[src/rtl/mdio_slave_22_45_backend.sv]
// MDIO slave backend: decodes Clause 22/45 frames from the frontend and drives a
// simple register bus, with ack timeout, C45 address/post-increment and a one-deep read queue.
module mdio_slave_22_45_backend #(
  parameter int unsigned TIMEOUT = 12
) (
  input  logic        clk_25m,
  input  logic        rst_n,
  input  logic        enable,
  input  logic [31:0] req_data,
  input  logic        req_phyaddr_done,
  input  logic        req_regaddr_done,
  input  logic        req_frame_done,
  input  logic        legal,
  output logic [15:0] resp_rdata,
  output logic        resp_ready,
  output logic        reg_req,
  output logic        reg_wr,
  output logic        reg_c45,
  output logic [4:0]  reg_devad,
  output logic [15:0] reg_addr,
  output logic [15:0] reg_wdata,
  input  logic [15:0] reg_rdata,
  input  logic        reg_ack,
  output logic        err_timeout
);

  localparam int unsigned CW = (TIMEOUT > 1) ? $clog2(TIMEOUT) : 1;
  localparam logic [CW-1:0] CNT_LAST = CW'(TIMEOUT - 1);

  typedef enum logic [1:0] {IDLE, RD_WAIT, WR_WAIT} state_t;
  typedef enum logic [1:0] {K_NONE, K_READ, K_WRITE, K_ADDR} kind_t;

  state_t        state;
  logic [CW-1:0] cnt;
  logic [15:0]   c45_addr;
  logic [4:0]    c45_devad;
  logic          pend_valid;
  logic [13:0]   pend_hdr;
  logic          rd_inc;

  // Header layout: [13:12] ST, [11:10] OP, [9:5] PHYAD, [4:0] REGAD/DEVAD.
  function automatic kind_t hdr_kind(input logic [13:0] h);
    unique case (h[13:10])
      4'b0110, 4'b0011, 4'b0010: hdr_kind = K_READ;
      4'b0101, 4'b0001:          hdr_kind = K_WRITE;
      4'b0000:                   hdr_kind = K_ADDR;
      default:                   hdr_kind = K_NONE;
    endcase
  endfunction

  logic [13:0] req_hdr;
  logic [13:0] iss_hdr;
  logic        rd_ev, wr_ev, addr_ev;
  logic        iss_c45, req_c45;

  assign req_hdr = req_data[31:18];
  assign rd_ev   = legal && req_regaddr_done && (hdr_kind(req_hdr) == K_READ);
  assign wr_ev   = legal && req_frame_done   && (hdr_kind(req_hdr) == K_WRITE);
  assign addr_ev = legal && req_frame_done   && (hdr_kind(req_hdr) == K_ADDR);
  // A fresh read event takes precedence over a queued one.
  assign iss_hdr = rd_ev ? req_hdr : pend_hdr;
  assign iss_c45 = (iss_hdr[13:12] == 2'b00);
  assign req_c45 = (req_hdr[13:12] == 2'b00);

  logic unused_bits;
  assign unused_bits = ^{req_data[17:16], c45_devad};

  always_ff @(posedge clk_25m or negedge rst_n) begin
    if (!rst_n) begin
      state       <= IDLE;
      cnt         <= '0;
      c45_addr    <= '0;
      c45_devad   <= '0;
      pend_valid  <= 1'b0;
      pend_hdr    <= '0;
      rd_inc      <= 1'b0;
      reg_req     <= 1'b0;
      reg_wr      <= 1'b0;
      reg_c45     <= 1'b0;
      reg_devad   <= '0;
      reg_addr    <= '0;
      reg_wdata   <= '0;
      resp_rdata  <= '1;
      resp_ready  <= 1'b0;
      err_timeout <= 1'b0;
    end else begin
      err_timeout <= 1'b0;
      if (!enable) begin
        state      <= IDLE;
        reg_req    <= 1'b0;
        pend_valid <= 1'b0;
        resp_ready <= 1'b0;
      end else begin
        if (req_phyaddr_done) begin
          resp_ready <= 1'b0;
          resp_rdata <= '1;
        end
        unique case (state)
          IDLE: begin
            if (rd_ev || pend_valid) begin
              reg_req    <= 1'b1;
              reg_wr     <= 1'b0;
              reg_c45    <= iss_c45;
              reg_devad  <= iss_c45 ? iss_hdr[4:0] : iss_hdr[9:5];
              reg_addr   <= iss_c45 ? c45_addr : {11'b0, iss_hdr[4:0]};
              rd_inc     <= (iss_hdr[13:10] == 4'b0010);
              pend_valid <= 1'b0;
              cnt        <= '0;
              state      <= RD_WAIT;
            end else if (wr_ev) begin
              reg_req   <= 1'b1;
              reg_wr    <= 1'b1;
              reg_c45   <= req_c45;
              reg_devad <= req_c45 ? req_hdr[4:0] : req_hdr[9:5];
              reg_addr  <= req_c45 ? c45_addr : {11'b0, req_hdr[4:0]};
              reg_wdata <= req_data[15:0];
              cnt       <= '0;
              state     <= WR_WAIT;
            end
          end
          RD_WAIT: begin
            if (reg_ack) begin
              resp_rdata <= reg_rdata;
              resp_ready <= 1'b1;
              reg_req    <= 1'b0;
              state      <= IDLE;
              if (rd_inc) c45_addr <= c45_addr + 16'd1;
            end else if (cnt == CNT_LAST) begin
              resp_rdata  <= '1;
              resp_ready  <= 1'b1;
              reg_req     <= 1'b0;
              err_timeout <= 1'b1;
              state       <= IDLE;
            end else begin
              cnt <= cnt + CW'(1);
            end
          end
          WR_WAIT: begin
            if (rd_ev) begin
              pend_valid <= 1'b1;
              pend_hdr   <= req_hdr;
            end
            if (reg_ack) begin
              reg_req <= 1'b0;
              state   <= IDLE;
            end else if (cnt == CNT_LAST) begin
              reg_req     <= 1'b0;
              err_timeout <= 1'b1;
              state       <= IDLE;
            end else begin
              cnt <= cnt + CW'(1);
            end
          end
          default: state <= IDLE;
        endcase
        // An address frame may arrive while a bus access is still outstanding.
        if (addr_ev) begin
          c45_addr  <= req_data[15:0];
          c45_devad <= req_data[22:18];
        end
      end
    end
  end

endmodule

[config.mk]
export PLATFORM = sky130hd
export DESIGN_NAME = mdio_slave_22_45_backend
export DESIGN_NICKNAME = d
export VERILOG_FILES = /design/src/rtl/mdio_slave_22_45_backend.sv
export SDC_FILE = /design/constraint.sdc
export NUM_CORES = 1
export LEC_CHECK = 0
export ABC_AREA = 1
export BUFFER_PORTS_ARGS = -buffer_cell sky130_fd_sc_hd__buf_4
export CAP_MARGIN = 15
export CORE_ASPECT_RATIO = 0.6
export CORE_MARGIN = 2
export CORE_UTILIZATION = 45
export CTS_BUF_LIST = sky130_fd_sc_hd__clkbuf_8
export CTS_CLUSTER_DIAMETER = 200
export DETAILED_ROUTE_END_ITERATION = 12
export PLACE_DENSITY = 0.67
export SETUP_SLACK_MARGIN = 0.02
export SLEW_MARGIN = 20
export SYNTH_ARGS = -nofsm -noshare
export SYNTH_HDL_FRONTEND = slang
export SYNTH_SLANG_ARGS = --single-unit
export TNS_END_PERCENT = 100
[constraint.sdc]
create_clock -name clk_25m -period 4.1 [get_ports clk_25m]
set_input_delay 0.41 -clock clk_25m [delete_from_list [all_inputs] [get_ports clk_25m]]
set_output_delay 0.41 -clock clk_25m [all_outputs]
set_load 0.03 [all_outputs]
==> flow_metrics.env <==
export IMPL_avgSynthCellArea_um2=7.72
export IMPL_vias_per_cell=5.26
export IMPL_synthCells=658
export IMPL_synth_area_leader_cell="dfrtp_1"
export IMPL_portBuffers=111
export IMPL_cp_required_ns=4.41
export IMPL_maxCapViolCount=0
export IMPL_gp_congestion=0.857
export IMPL_final_nets=821
export IMPL_dpl_instance_area_mm2=0.00596
export IMPL_setup_viol=0
export IMPL_rr_startpoint="state[0]"
export IMPL_fin_skew_ns=0.00901
export IMPL_yosys_cell_count_top_type="nand2_1"
export IMPL_worst_pin_slew_ns=1.08
export IMPL_dr_pass1_iters=7
export IMPL_hold_class="in -> async"
export IMPL_async_flop_share_pct=100
export IMPL_drt_wl_total_um=13300
export IMPL_power_w=0.00263
export IMPL_post_dp_hpwl_um=9700
export IMPL_final_area_mm2=0.00616
export IMPL_slew_viol_final=0
export IMPL_grt_pass1_wl_um=21800
export IMPL_r2r_cells=6
export IMPL_first_global_vias=4372
export IMPL_rows=29
export IMPL_cts_tree="built"
export IMPL_ys_flop_type="dfrtp_1"
export IMPL_synth_top_area_share_pct=39.4
export IMPL_ios=114
export IMPL_cts_buffer_depth=2
export IMPL_ys_warn_count=0
export IMPL_ctsHoldBuffers=0
export IMPL_synth_area_top_cells="dfrtp_1 (39%), nand2_1 (14%), dfstp_2 (8.3%), inv_1 (5.8%), nand3_1 (5.1%)"
export IMPL_drc=0
export IMPL_r2r_setup_slack_ns=1.80
export IMPL_clkSlewWorstSetupHoldPaths_ns=0.10
export IMPL_setup_slack_ns=1.79
export IMPL_antennaDiodeCount=0
export IMPL_cellPowerDensity_mw_per_mm2=426
export IMPL_grt_usage_pct=22.6
export IMPL_fp_dieW_um=141
export IMPL_grt_max_degree=73
export IMPL_crit_top_cell="nand2_4"
export IMPL_wl_per_cell_um=14.7
export IMPL_relSlewSlack_pct=27.7
export IMPL_clock_sinks=96
export IMPL_initial_core_util_pct=47.1
export IMPL_vdd_ir_drop_max_v=0.000244
export IMPL_synth_common_cells="nand2_1 (194), dfrtp_1 (80), inv_1 (79)"
export IMPL_core_area_mm2=0.0108
export IMPL_rsz0062_at_grt="no"
export IMPL_fp_dieH_um=86.3
export IMPL_htreeDepth=3
export IMPL_area_growth_synth_to_final_pct=21.3
export IMPL_root_buffer="clkbuf_8"
export IMPL_netlist_area_mm2=0.00508
export IMPL_layout_min_cycle_time_ns=2.31
export IMPL_layout_drive_gt1_share_pct=22.5
export IMPL_final_period_utilization_pct=56.3
export IMPL_timing_rr_end="pend_hdr[10]"
export IMPL_ys_types=41
export IMPL_antenna_found_initial=0
export IMPL_start_kind="input port"
export IMPL_cp_end_kind="flop"
export IMPL_outcome="finished, final reports clean"
export IMPL_whs_ns=0.162
export IMPL_crit_slowest_cell="nor2_2"
export IMPL_synth_edf_count=0
export IMPL_postCtsSetupBuffers=0
export IMPL_via_count=4758
export IMPL_finalHoldViolCount=0
export IMPL_ys_seq_elements=96
export IMPL_drtIter0Drc=343
export IMPL_yosysSeqAreaShare_pct=47.7
export IMPL_dp_worst_setup_slack_ns=1.48
export IMPL_critPathArrivalTime_ns=2.62
export IMPL_syn_nets=719
export IMPL_path_cells="buf_4 -> nand2_2 -> nand3_2 -> nand2_4 -> inv_8 -> nand2_4 -> nand2_8 -> nor2_2 -> nand3_1 -> nand2_1"
export IMPL_path_class="in -> reg"
export IMPL_insertion_delay_ns=0.36
export IMPL_max_freq_ghz=0.433
export IMPL_setup_tns_ns=0
export IMPL_p_leak_nw=3.27
export IMPL_grt_remaining_overflow=0
export IMPL_worst_path_max_fanout=27
export IMPL_antenna_left=0
export IMPL_post_cts_resized=0
export IMPL_slowest_delay_ns=0.44
export IMPL_dieArea_mm2=0.0122
export IMPL_cts_buffers=9
-- how the worst max path moves through the flow --
| stage | from | endpoint | cells after the start |
|---|---|---|---|
| after floorplan | state[0] | cnt[0] | 8 |
| after global placement | req_data[28] | reg_addr[5] | 10 |
| after detailed placement | req_data[28] | reg_addr[5] | 10 |
| after CTS | state[0] | pend_hdr[10] | 6 |
| after global routing | state[0] | pend_hdr[12] | 6 |
| final | req_data[28] | reg_addr[5] | 10 |
-- metrics by stage --
stage	cells	util [%]
after floorplan	658	-
after global placement	888	55.3
after detailed placement	888	55.3
after CTS	904	57.2
after global routing	904	57.2
final	904	57.2
-- where the power goes --
part	internal [W]	total [W]	switching, W
sequential	0.00109	0.00120	0.000114
clock	0.000301	0.000642	0.000341
combinational	0.000284	0.000781	0.000497
total	0.00168	0.00263	0.000952
-- layout make-up --
type                       count  area, um^2
timing repair buffer         113         848
multi-input combinational    454        2180
clock buffer                  10         138
inverter                      86         335
clock inverter                 6        67.6
sequential                    96        2420
tap                          139         174
fill                        1051        4610
-- flip-flops by register name (all words and copies together) (netlist names), 2 cells and up --
register	cells
c45_addr	16
reg_addr	16
reg_wdata	16
resp_rdata	16
pend_hdr	14
reg_devad	5
cnt	4
state	2
-- worst max-delay path: cells and delay by family --
kind                   cells  cell delay, ns
and+or+nand+nor            8            1.96
buffers and inverters      2            0.22
-- metal layers --
| metal | global-route usage, % | routed length [um] |
|---|---|---|
| met4 | 4.64 | 102 |
| met5 | 0 | 0 |
| met2 | 33.0 | 5640 |
| met3 | 5.08 | 1060 |
| met1 | 34.7 | 6490 |
-- logic make-up after synthesis --
logic type,Yosys count,synth area share (%)
simple gates,339,29.2
buf+inv,108,9.46
compound gates,106,11.7
flops,96,47.7
fa+ha+maj,5,1.23
xor+xnor,4,0.690
-- layout by cell type, fill, tap and decap left out, types with 8 or more instances in the layout --
cell type / count
nand2_1: 194
inv_1: 79
nor3_1: 20
nand3_1: 52
nor2_1: 49
dfrtp_1: 80
o21ai_0: 40
o21ai_2: 8
buf_4: 113
clkbuf_8: 10
dfstp_2: 16
nand4_1: 9
a21oi_1: 43
(Power assumes the default switching activity.)
